===== src/rtl/tx_framer.sv =====
// tx_framer: latches one frame on a start handshake and shifts sync+header+payload+CRC-16 out MSB first.
module tx_framer #(
  parameter int          PAYLOAD_W = 128,
  parameter logic [15:0] CRC_POLY  = 16'h1021,
  parameter logic [15:0] CRC_INIT  = 16'hFFFF,
  parameter logic [7:0]  SYNC_WORD = 8'h7E
) (
  input  logic                 clk,
  input  logic                 rst,
  input  logic                 start,
  input  logic [1:0]           dest_id,
  input  logic [1:0]           src_id,
  input  logic [PAYLOAD_W-1:0] payload,
  input  logic                 corrupt_crc,
  output logic                 ready,
  output logic                 tx_line,
  output logic                 tx_active,
  output logic                 done
);
  typedef enum logic [2:0] {IDLE, SYNC, HDR, DATA, CRC, DONE} state_t;
  localparam int CW = $clog2(PAYLOAD_W > 16 ? PAYLOAD_W : 16);
  localparam int SW = PAYLOAD_W + 11;
  state_t          state, state_nxt;
  logic [CW-1:0]   cnt, cnt_load;
  logic [SW-1:0]   sr;
  logic [15:0]     crc, crc_nxt;
  logic            corrupt, last;
  assign last    = cnt == '0;
  // tx_line holds the bit currently on the wire, so the CRC absorbs it directly
  assign crc_nxt = {crc[14:0], 1'b0} ^ ((tx_line ^ crc[15]) ? CRC_POLY : 16'h0);
  always_ff @(posedge clk) begin
    if (rst) state <= IDLE;
    else     state <= state_nxt;
  end
  always_comb begin
    state_nxt = state;
    case (state)
      IDLE:    state_nxt = start ? SYNC : IDLE;
      SYNC:    state_nxt = last ? HDR : SYNC;
      HDR:     state_nxt = last ? DATA : HDR;
      DATA:    state_nxt = last ? CRC : DATA;
      CRC:     state_nxt = last ? DONE : CRC;
      default: state_nxt = IDLE;
    endcase
    cnt_load = state_nxt == SYNC ? CW'(7) :
               state_nxt == HDR  ? CW'(3) :
               state_nxt == DATA ? CW'(PAYLOAD_W - 1) :
               state_nxt == CRC  ? CW'(15) : '0;
  end
  always_comb begin
    ready     = state == IDLE;
    done      = state == DONE;
    tx_active = state inside {SYNC, HDR, DATA, CRC};
  end
  always_ff @(posedge clk) begin
    if (rst) begin
      cnt     <= '0;
      sr      <= '0;
      crc     <= CRC_INIT;
      corrupt <= 1'b0;
      tx_line <= 1'b0;
    end else begin
      cnt <= state_nxt != state ? cnt_load : last ? cnt : cnt - 1'b1;
      if (state == IDLE && start) begin
        sr      <= {SYNC_WORD[6:0], dest_id, src_id, payload};
        corrupt <= corrupt_crc;
        tx_line <= SYNC_WORD[7];
        crc     <= CRC_INIT;
      end else if (state == SYNC || state == HDR || (state == DATA && !last)) begin
        tx_line <= sr[SW-1];
        sr      <= {sr[SW-2:0], 1'b0};
        if (state != SYNC) crc <= crc_nxt;
      end else if (state == DATA) begin
        tx_line <= crc_nxt[15];
        crc     <= {crc_nxt[14:0], 1'b0};
      end else if (state == CRC) begin
        // cnt==1 is the cycle that loads the final CRC bit onto the line
        tx_line <= !last && (crc[15] ^ (corrupt && cnt == CW'(1)));
        crc     <= {crc[14:0], 1'b0};
      end else begin
        tx_line <= 1'b0;
        crc     <= CRC_INIT;
      end
    end
  end
endmodule


===== config.mk =====
export PLATFORM = sky130hd
export DESIGN_NAME = tx_framer
export DESIGN_NICKNAME = d
export VERILOG_FILES = /design/src/rtl/tx_framer.sv
export SDC_FILE = /design/constraint.sdc
export NUM_CORES = 1
export LEC_CHECK = 0
export CORE_ASPECT_RATIO = 1.2
export CORE_MARGIN = 1.5
export CORE_UTILIZATION = 55
export CTS_CLUSTER_SIZE = 24
export DETAILED_ROUTE_END_ITERATION = 8
export GPL_TIMING_DRIVEN = 0
export MAX_ROUTING_LAYER = met4
export PLACE_DENSITY = 0.84
export SLEW_MARGIN = 10
export SYNTH_ARGS = -nofsm -noshare
export SYNTH_HDL_FRONTEND = slang
export SYNTH_SLANG_ARGS = --single-unit

===== constraint.sdc =====
create_clock -name clk -period 5.1 [get_ports clk]
set_clock_uncertainty 0.1 [all_clocks]
set_input_delay 1.02 -clock clk [delete_from_list [all_inputs] [get_ports clk]]
set_output_delay 1.02 -clock clk [all_outputs]
set_load 0.01 [all_outputs]

# --- Word-level counts from Yosys, hierarchy flattened ---
# Cells that the tools add are included.
totals:
  regBits: 167
  latch_bits: 0
  ram_bits: 0
  rom_bits: 0
  elab_cells: 59
  memories: 0
op_classes:
  add_sub_neg: 1
  mul: 0
  div: 0
  n_lt_le_gt_ge: 0
  n_eq_ne: 14
  n_shift: 0
  muxes: 22
  n_bitwise: 3
  n_reduce_logical: 12
op_table:
  columns: ["op", "n"]
  rows:
  - ["$mux 139", 2]
  - ["$mux 16", 4]
  - ["$mux 7", 5]
  - ["$xor 16x13->16", 1]
  - ["$pmux 3 s5", 1]
  - ["$mux 13", 1]
  - ["$eq 3x2->1 const B", 4]
  - ["$eq 3x3->1 const B", 3]
  - ["$eq 7x1->1 const B", 1]
  - ["$logic_not 7->1", 1]
  - ["$sub 7x1->7 const B", 1]
  - ["$eq 3x1->1 const B", 2]
  - ["$mux 1", 6]
  - ["$logic_and 1x1->1", 4]
  - ["$mux 4", 1]
  - ["$ne 2x1->1 const B", 2]
  - ["$reduce_bool 4->1", 1]
  - ["$logic_not 3->1", 1]
  - ["$mux 3", 1]
  - ["$ne 3x1->1 const B", 1]
  - ["$ne 3x3->1", 1]
  - ["$logic_or 1x1->1", 2]
  - ["$mux 2", 1]
  - ["$reduce_bool 2->1", 1]
  - ["3 further kinds", 4]

# --- Depth between registers and ports, before layout ---
# Gate-level depths: netlist of the first run.
logic_depth:
  ltp_word: 9
  depth_mapped: 9
  depth_no_buf: 6

# --- Worst setup path after synthesis of the first run ---
# Ideal clock, no wire load.
synth_path:
  path_type: "input to register"
  start: "input start"
  end: "register crc[12]"
  setup_time_ps: 87
  arrival_ps: 2202
  t_required_ps: 4913
  path_slack_ps: 2711
  path_stages: 6
  path_cell_list: "or4b_2 clkbuf_1 nand2b_1 buf_2 a31oi_1 o31ai_1"
synth_via:
  elab_chain_cells: 2
synth_lines:
  columns: ["element", "line", "source"]
  rows:
  - ["start, declared", "10", "input logic start,"]
  - ["$logic_and 1x1->1", "64", "if (state == IDLE && start) begin"]
  - ["$reduce_or 2->1 (no line)", null, null]
  - ["end signal, assigned", "72", "if (state != SYNC) crc <= crc_nxt;"]
  - ["end signal, assigned", "75", "crc <= {crc_nxt[14:0], 1'b0};"]
  - ["end signal, assigned", "79", "crc <= {crc[14:0], 1'b0};"]
  - ["end, declared", "26", "logic [15:0] crc, crc_nxt;"]
# No other way between the ends.
# A chain may end at the register's enable or synchronous reset.

# --- Worst setup path after layout of the first run ---
layout_path:
  start: "register state[0]"
  end: "output done"
layout_via:
  elab_chain_cells: 1
layout_lines:
  columns: ["element", "line", "source"]
  rows:
  - ["start, declared", "23", "state_t state, state_nxt;"]
  - ["start signal, assigned", "33", "else state <= state_nxt;"]
  - ["$eq 3x3->1", "52", "done = state == DONE;"]
  - ["end, declared", "18", "output logic done"]
# No other way between the ends.

==> qor.yml, run 1 <==
drt:
  viasPerCell: 5.89
  postRouteAntennaNets: 0
  drc: 0
  top_layer: "met4"
  wl_per_cell_um: 16.3
  vias: 6926
  first_pass_iters: 5
  drtIter0Drc: 488
  routed_wl_um: 19200
  dr_wl_met2_um: 9430
  wl_met1_um: 7930
  wl_met3_um: 1100
global_routing:
  grt_pass1_vias: 6632
  grt_pass1_wl_um: 31100
  antenna_found_initial: 0
  grt-ovfl-total: 0
  grt_max_degree: 17
  grtUsageTotal: 0.288
synth:
  synth_edf_count: 0
  synth_largest_area_cell: "dfxtp_1"
  ys_ff_latch: 167
  synthDistinctLibCells: 53
  post-synth-top-count-cell: "dfxtp_1"
  ys_warn_count: 0
  syn_nets: 979
  syn-instance-count: 841
  synth_seq_area_share: 0.458
  synth_area_per_cell_sq_um: 8.68
  synthArstFlopShare: 0
  netlist_area_sq_um: 7300
  synthFlopType: "dfxtp_1"
  synthTopCellsByArea: "dfxtp_1 (46%), a22oi_1 (10%), a21oi_1 (9.1%)"
  synth_top_area_frac: 0.458
  ys_top_cells_by_count: "dfxtp_1 (167), nand2_1 (145), a21oi_1 (132), a22oi_1 (98), clkbuf_1 (45)"
clock_network:
  cts_resized: 0
  cts_setup_buffers: 0
  numCtsBuffers: 17
  clkSlewWorstSetupHoldPaths_ns: 0.06
  cts_tree: "yes"
  cts_root_buf: "clkbuf_16"
  htree_levels: 4
  clock_path_buffers: 2
  clock_latency_ns: 0.42
  ctsHoldBuffers: 0
  cts.sinks: 167
timing:
  hold_violations: 0
  finalWorstSetupSlack_ns: 1.69
  period_minus_slack_ns: 3.41
  rsz0062_at_grt: "no"
  setup_viol: 0
  fmax_mhz: 293
  period_share: 0.669
  drv_slew: 0
  tightest_slew_ns: 0.708
  holdWs_ns: 0.350
  slew_headroom: 0.528
  final.setup.tns_ns: 0
layout:
  fin_nets: 1137
  area_delta_synth_final_pct: 30.8
  drive_above_1_share: 0.132
  diodes: 0
  fillCellCount: 939
  finish.utilization: 0.746
  finalNonFillerCells: 1175
  final_cell_area_sq_um: 9540
power:
  vdd_ir_drop_max_mv: 0.315
  power.leakage_nw: 3.25
  power_mw: 4.76
  power.density_nw_per_um2: 499
floorplan:
  dieArea_sq_um: 14000
  start_util: 0.571
  io_pins: 140
  coreArea_sq_um: 12800
  core.rowCount: 45
  chipHeight_um: 129
  die-width_um: 108
setup_path:
  cp_max_fo: 10
  cp.arrival_ns: 2.29
  critical_path_class: "reg -> out"
  worst_ep_required_time_ns: 3.98
  worstSetupEndpointType: "primary output"
  cp-start-kind: "flip-flop"
run:
  maxCapViolCount: 0
worst_hold_path:
  hold_class: "reg -> reg"
placed_design:
  gp_congestion: 0.870
  place.port_buffers: 139
  dpl_cell_area_sq_um: 8890
  dp_hpwl_um: 13400
  post-place-ws_ns: 1.76
  placed_cells: 1144
outcome:
  status: "complete, no violations"
path summary, 6_finish.rpt:
check / start / end / slack (ns) / depth (start not counted)
worst max-delay path: state[0] / done / 1.69 / 5
worst min-delay path: sr[38] / sr[39] / 0.35 / 2
worst max register to register: cnt[0] / sr[76] / 2.51 / 9
worst min register to register: sr[38] / sr[39] / 0.35 / 2
state kept, by name, summed over array words and instances, names as in the netlist:
name,cells
tx_line,1
cnt,7
sr,139
state,3
crc,16
corrupt,1
layout make-up:
type / instances / area, sq um / area share
multi-input cells: 591 / 3560 / 0.373
flip-flops and latches: 167 / 3340 / 0.350
repair buffers: 139 / 1390 / 0.146
clock buffers: 22 / 484 / 0.0508
plain buffers: 79 / 382 / 0.0400
well taps: 164 / 205 / 0.0215
clock inverters: 9 / 164 / 0.0172
inverters: 4 / 15.0 / 0.00157
power by group:
group / switching (mW) / internal [mW]
logic: 0.973 / 0.658
clock network: 0.519 / 0.875
registers: 0.167 / 1.57
total: 1.66 / 3.10
logic make-up after synthesis:
family,share of synthesized area
compound gates,0.340
xor+xnor,0.00600
buf+inv,0.0544
fa+ha+maj,0.00343
simple gates,0.138
flops,0.458
critical path, cell delays in order (launching register included):
cell and delay, ns:
dfxtp_1 0.37, clkbuf_1 0.31, clkbuf_1 0.38, nand2_1 0.12
nor2_1 0.13, clkdlybuf4s50_1 0.55
metal layers:
layer  GRT usage  up-vias
li1            -     3384
met1       0.335     3236
met4       0.138        0
met3      0.0599       57
met2       0.474      249
met5           -        -
cell usage in the layout, fill, tap and decap left out, types with 3 or more instances in the layout:
master / instances
o31ai_1: 12
a22oi_1: 98
a22oi_2: 30
nand2b_1: 6
inv_1: 4
and2_1: 3
or4_1: 3
xor2_1: 4
a21oi_2: 30
nand3_1: 3
nand2_1: 145
o221a_2: 4
nor2_1: 27
o21ai_1: 4
a21oi_1: 132
nor3_1: 16
clkdlybuf4s50_1: 139
bufinv_16: 4
o21ai_0: 29
a31oi_1: 3
dfxtp_1: 167
clkbuf_1: 46
buf_2: 26
clkbuf_16: 17
or3_1: 5
buf_8: 3
a211o_1: 3
clkbuf_8: 4
(Power assumes the default switching activity.)
==> inputs of run 2 (changes only) <==
--- a/config.mk
+++ b/config.mk
@@ -7,12 +7,12 @@
 export LEC_CHECK = 0
 export CORE_ASPECT_RATIO = 1.2
 export CORE_MARGIN = 1.5
-export CORE_UTILIZATION = 55
+export CORE_UTILIZATION = 52
 export CTS_CLUSTER_SIZE = 24
 export DETAILED_ROUTE_END_ITERATION = 8
 export GPL_TIMING_DRIVEN = 0
 export MAX_ROUTING_LAYER = met4
-export PLACE_DENSITY = 0.84
+export PLACE_DENSITY = 0.8
 export SLEW_MARGIN = 10
 export SYNTH_ARGS = -nofsm -noshare
 export SYNTH_HDL_FRONTEND = slang
==> constraint.sdc (replaced) <==
create_clock -name clk -period 3.5 [get_ports clk]
set_clock_uncertainty 0.1 [all_clocks]
set_input_delay 0.7 -clock clk [delete_from_list [all_inputs] [get_ports clk]]
set_output_delay 0.7 -clock clk [all_outputs]
set_load 0.01 [all_outputs]
==> run 2 against run 1 <==
Compared with the run above: die area increased by 5.6%; sequential share of layout area is 0.083 points higher; total power grew 44%; flip-flop and latch count is the same; clock power is 41% higher; first-iteration DRC count shrank 11%; core utilization is 5.5 points lower; cell count is 0.68% higher.
==> qor.yml, run 2 (synthesis gave the netlist of run 1 again) <==
timing:
  final.setup.tns_ns: 0  # unchanged
  rsz0062_at_grt: "no"  # unchanged
  holdWs_ns: 0.349  # was 0.350 ns
  slew_headroom: 0.544  # was 0.528
  period_share: 0.893
  tightest_slew_ns: 0.684  # was 0.708 ns
  period_minus_slack_ns: 3.13
  drv_slew: 0  # unchanged
  hold_violations: 0  # unchanged
  finalWorstSetupSlack_ns: 0.374  # was 1.69 ns
  setup_viol: 0  # unchanged
  fmax_mhz: 320
layout:
  mostFrequentLayoutCells: "dfxtp_1 (167), nand2_1 (145), clkdlybuf4s50_1 (139)"  # unchanged
  finish.utilization: 0.692  # was 0.746
  reg_top3: "sr (139), crc (16), cnt (7)"  # unchanged
  area_delta_synth_final_pct: 30.5  # was 30.8%
  largest_reg_flops: 139  # unchanged
  regMostFlops: "sr"  # unchanged
  final_cell_area_sq_um: 9520  # was 9540 sq um
  diodes: 0  # unchanged
  drive_above_1_share: 0.131  # was 0.132
  fin_nets: 1137  # unchanged
  finalNonFillerCells: 1183  # was 1175
  layout_commonest_cell: "dfxtp_1"  # unchanged
global_routing:
  grt_pass1_vias: 6614  # was 6632
  grtUsageTotal: 0.261  # was 0.288
  grt_pass1_wl_um: 30800  # was 31100 um
  antenna_found_initial: 0  # unchanged
  grt-ovfl-total: 0  # unchanged
  grt_max_degree: 17  # unchanged
drt:
  drtIter0Drc: 435  # was 488
  viasPerCell: 5.80  # was 5.89
  vias: 6866  # was 6926
  wl_per_cell_um: 15.9  # was 16.3 um
  routed_wl_um: 18800  # was 19200 um
  first_pass_iters: 5  # unchanged
  postRouteAntennaNets: 0  # unchanged
  drc: 0  # unchanged
floorplan:
  io_pins: 140  # unchanged
  core.rowCount: 47  # was 45
  start_util: 0.530  # was 0.571
  dieArea_sq_um: 14800  # was 14000 sq um
  chipHeight_um: 133  # was 129 um
  coreArea_sq_um: 13800  # was 12800 sq um
  die-width_um: 111  # was 108 um
setup_path:
  cp_max_fo: 10  # unchanged
  critical_path_class: "reg -> out"  # unchanged
  worstSetupEndpointType: "primary output"  # unchanged
  cp.arrival_ns: 2.33  # was 2.29 ns
  critPathMaxStageDelay_ns: 0.54  # was 0.55 ns
  cp_slowest_cell: "clkdlybuf4s50_1"  # unchanged
  worst_ep_required_time_ns: 2.70  # was 3.98 ns
  worstPathCellList: "clkbuf_1 -> clkbuf_1 -> nand2_1 -> nor2_1 -> clkdlybuf4s50_1"  # unchanged
  crit_top_cell: "clkbuf_1"  # unchanged
  cp-start-kind: "flip-flop"  # unchanged
  r2r_slack_ns: 0.91  # was 2.51 ns
clock_network:
  cts_root_buf: "clkbuf_16"  # unchanged
  clkSlewWorstSetupHoldPaths_ns: 0.06  # about the same
  clock_latency_ns: 0.42  # about the same
  cts_setup_buffers: 0  # unchanged
  ctsHoldBuffers: 0  # unchanged
  htree_levels: 4  # unchanged
  clock_path_buffers: 2  # unchanged
  cts_tree: "yes"  # unchanged
  cts.sinks: 167  # unchanged
  cts_resized: 0  # unchanged
  numCtsBuffers: 17  # unchanged
power:
  power.leakage_nw: 3.24  # was 3.25 nW
  power_mw: 6.86  # was 4.76 mW
  power.density_nw_per_um2: 721  # was 499 nW/um^2
  vdd_ir_drop_max_mv: 0.388  # was 0.315 mV
run:
  maxCapViolCount: 0  # unchanged
placed_design:
  dpl_cell_area_sq_um: 8900  # was 8890 sq um
  place.port_buffers: 139  # unchanged
  placed_cells: 1151  # was 1144
  post-place-ws_ns: 0.554  # was 1.76 ns
  dp_hpwl_um: 13100  # was 13400 um
  gp_congestion: 0.916  # was 0.870
outcome:
  status: "complete, no violations"  # unchanged
worst_hold_path:
  hold_class: "reg -> reg"  # unchanged
run 2: final timing paths:
| path | startpoint | endpoint | cells past startpoint |
|---|---|---|---|
| worst max-delay path | state[0] | done | 5 |
| worst min-delay path | sr[118] | sr[119] | 2 |
| worst max register to register | cnt[1] | sr[86] | 9 |
| worst min register to register | sr[118] | sr[119] | 2 |
run 2: layout make-up:
cell class / count / area, sq um
well taps: 171 / 214
flip-flops and latches: 167 / 3340
clock inverters: 10 / 143
fillers: 1154 / 4240
plain buffers: 79 / 382
clock buffers: 22 / 474
inverters: 4 / 15.0
multi-input cells: 591 / 3560
repair buffers: 139 / 1390
run 2: where the power goes:
part | switching (mW) | internal [mW] | leakage, nW
registers | 0.243 | 2.29 | 1.37
clock network | 0.779 | 1.19 | 0.301
logic | 1.41 | 0.958 | 1.57
run 2: layer usage:
metal / part of all wire / track usage / wire length (um)
met4: 0.025 / 0.108 / 478
met2: 0.49 / 0.430 / 9310
met3: 0.067 / 0.0637 / 1260
met5: 0 / - / 0
met1: 0.41 / 0.306 / 7770
run 2: worst max-delay path, delay by kind of cell, from the launching register on:
family        cells  cell delay, ns
buf+inv           3            1.26
simple gates      2            0.24
flops             1            0.39
==> inputs of run 3 (changes only) <==
--- a/config.mk
+++ b/config.mk
@@ -7,12 +7,13 @@
 export LEC_CHECK = 0
 export CORE_ASPECT_RATIO = 1.2
 export CORE_MARGIN = 1.5
-export CORE_UTILIZATION = 52
+export CORE_UTILIZATION = 47
 export CTS_CLUSTER_SIZE = 24
 export DETAILED_ROUTE_END_ITERATION = 8
 export GPL_TIMING_DRIVEN = 0
+export HOLD_SLACK_MARGIN = 0.05
 export MAX_ROUTING_LAYER = met4
-export PLACE_DENSITY = 0.8
+export PLACE_DENSITY = 0.76
 export SLEW_MARGIN = 10
 export SYNTH_ARGS = -nofsm -noshare
 export SYNTH_HDL_FRONTEND = slang
==> constraint.sdc (replaced) <==
create_clock -name clk -period 2.8 [get_ports clk]
set_clock_uncertainty 0.1 [all_clocks]
set_input_delay 0.56 -clock clk [delete_from_list [all_inputs] [get_ports clk]]
set_output_delay 0.56 -clock clk [all_outputs]
set_load 0.01 [all_outputs]
==> run 3 against run 2 <==
Compared with the run above: combinational power up 24%; worst setup slack worse by 0.24 ns; sequential power up 26%; via count down 0.96%; design area barely moved; critical path type unchanged; hold slack better by 0.0021 ns; routed wire length up 0.55%; global-route usage is 2.0 points lower; flip-flop and latch count is the same; register-to-register slack got worse by 0.67 ns; core utilization decreased by 6.1 points.
==> qor.yml, run 3 (synthesis gave the netlist of run 1 again) <==
power:
  power.leakage_nw: 3.22  # was 3.24 nW
  switching_power_mw: 3.03  # was 2.43 mW
  intPower_mw: 5.40  # was 4.43 mW
  combPwrFrac: 0.349  # was 0.345
  power.density_nw_per_um2: 886  # was 721 nW/um^2
  clkPwrFrac: 0.274  # was 0.286
  power_frac_seq: 0.377  # was 0.369
  vdd_ir_drop_max_mv: 0.488  # was 0.388 mV
  switching_share: 0.360  # was 0.354
clock_network:
  cts_root_buf: "clkbuf_16"  # unchanged
  htree_levels: 4  # unchanged
  clkSlewWorstSetupHoldPaths_ns: 0.06  # about the same
  ctsHoldBuffers: 0  # unchanged
  clock_latency_ns: 0.42  # about the same
  cts.sinks: 167  # unchanged
  cts_tree: "yes"  # unchanged
  numCtsBuffers: 17  # unchanged
  clock_path_buffers: 2  # unchanged
timing:
  setup_viol: 0  # unchanged
  drv_slew: 0  # unchanged
  period_minus_slack_ns: 2.67
  rsz0062_at_grt: "no"  # unchanged
  fmax_mhz: 374
  tightest_slew_ns: 0.725  # was 0.684 ns
  period_share: 0.954
  finalWorstSetupSlack_ns: 0.130  # was 0.374 ns
  slew_headroom: 0.517  # was 0.544
  hold_violations: 0  # unchanged
drt:
  drtIter0Drc: 461  # was 435
  vias: 6800  # was 6866
  viasPerCell: 5.61  # was 5.80
  first_pass_iters: 6  # was 5
  drc: 0  # unchanged
  routed_wl_um: 18900  # was 18800 um
  dr_wl_met2_um: 9370  # was 9310 um
  wl_met1_um: 8150  # was 7770 um
  wl_per_cell_um: 15.6  # was 15.9 um
  wl_met3_um: 970  # was 1260 um
  top_layer: "met4"  # unchanged
  postRouteAntennaNets: 0  # unchanged
placed_design:
  post-place-ws_ns: -0.0325  # was 0.554 ns
  dpl_cell_area_sq_um: 8940  # was 8900 sq um
  dp_hpwl_um: 13300  # was 13100 um
  gp_congestion: 0.849  # was 0.916
  place.port_buffers: 139  # unchanged
setup_path:
  cp_slowest_cell: "clkdlybuf4s50_1"  # unchanged
  reg2regPathDepth: 7  # was 9
  worstSetupEndpointType: "primary output"  # unchanged
  cp_max_fo: 10  # unchanged
  critPathMaxStageDelay_ns: 0.57  # was 0.54 ns
  cp-start-kind: "flip-flop"  # unchanged
  cp_top_family: "buffers and inverters"  # unchanged
  critPathBufInv: 3  # unchanged
  cp.arrival_ns: 2.01  # was 2.33 ns
  worst_ep_required_time_ns: 2.14  # was 2.70 ns
  cp_num_cells: 4  # was 5
  worstPathCellList: "buf_2 -> buf_1 -> nor3_1 -> clkdlybuf4s50_1"  # was clkbuf_1 -> clkbuf_1 -> nand2_1 -> nor2_1 -> clkdlybuf4s50_1
  critical_path_class: "reg -> out"  # unchanged
layout:
  regMostFlops: "sr"  # unchanged
  diodes: 0  # unchanged
  fin_nets: 1134  # was 1137
  area_delta_synth_final_pct: 30.4  # was 30.5%
  final_cell_area_sq_um: 9510  # was 9520 sq um
  reg_top3: "sr (139), crc (16), cnt (7)"  # unchanged
  mostFrequentLayoutCells: "dfxtp_1 (166), nand2_1 (145), clkdlybuf4s50_1 (139)"  # was dfxtp_1 (167), nand2_1 (145), clkdlybuf4s50_1 (139)
  largest_reg_flops: 139  # unchanged
  drive_above_1_share: 0.135  # was 0.131
  layout_commonest_cell: "dfxtp_1"  # unchanged
floorplan:
  chipHeight_um: 139  # was 133 um
  start_util: 0.484  # was 0.530
  io_pins: 140  # unchanged
  die-width_um: 117  # was 111 um
  coreArea_sq_um: 15100  # was 13800 sq um
  dieArea_sq_um: 16300  # was 14800 sq um
  core.rowCount: 49  # was 47
run:
  maxCapViolCount: 0  # unchanged
global_routing:
  grt_pass1_wl_um: 30500  # was 30800 um
  antenna_found_initial: 0  # unchanged
  grt-ovfl-total: 0  # unchanged
  grtUsageTotal: 0.241  # was 0.261
  grt_max_degree: 17  # unchanged
  grt_pass1_vias: 6396  # was 6614
worst_hold_path:
  min_path_cells: 2  # unchanged
  hold_class: "reg -> reg"  # unchanged
outcome:
  status: "complete, no violations"  # unchanged
run 3: per-layer routing:
metal | vias to the layer above | GRT usage
met4 | 0 | 0.0856
li1 | 3383 | -
met1 | 3188 | 0.301
met3 | 37 | 0.0566
met2 | 192 | 0.380
met5 | - | -
run 3: power by group through the flow:
stage	clock, mW	sequential, mW	combinational, mW
detailed placement	0	3.20	2.93
floorplan	0	3.13	2.15
finish	2.31	3.18	2.94
global route	2.44	3.23	3.27
CTS	2.34	3.16	2.94
global placement	0	3.19	2.90
run 3: worst reg2reg max path, stage by stage, from the launching register on:
cell	delay, ns
dfxtp_1	0.32
inv_1	0.10
ha_1	0.32
nor4b_1	0.53
and3_1	0.24
clkbuf_1	0.30
a21oi_1	0.22
o221a_2	0.32
run 3: final cells by class:
class | instances | area, sq um
fillers | 1341 | 5570
repair buffers | 139 | 1390
multi-input cells | 591 | 3560
inverters | 4 | 15.0
plain buffers | 76 | 373
flip-flops and latches | 167 | 3340
clock inverters | 11 | 124
clock buffers | 21 | 450
well taps | 204 | 255
run 3: path summary, 6_finish.rpt:
| kind | start | to | slack (ns) |
|---|---|---|---|
| hold reg to reg | sr[118] | sr[119] | 0.35 |
| setup / recovery | state[1] | ready | 0.13 |
| hold / removal | sr[118] | sr[119] | 0.35 |
| setup reg to reg | cnt[1] | sr[83] | 0.24 |
run 3: repair_timing:
| item | CTS | global route |
|---|---|---|
| endpoints found under the setup margin | 3 | 10 |
| gates resized for setup | 2 | 2 |
| cloned | 0 | 0 |
| setup buffers | 0 | 0 |
run 3: through the flow:
step	util	setup TNS, ns	power (mW)	std cells	hold slack (ns)
detailed placement	0.593	-0.707	6.13	1184	0.342
CTS	0.631	0	8.44	1215	0.348
global route	0.631	0	8.93	1213	0.366
global placement	0.593	0	6.09	1184	0.337
floorplan	-	0	5.28	841	0.332
finish	0.631	0	8.43	1213	0.351
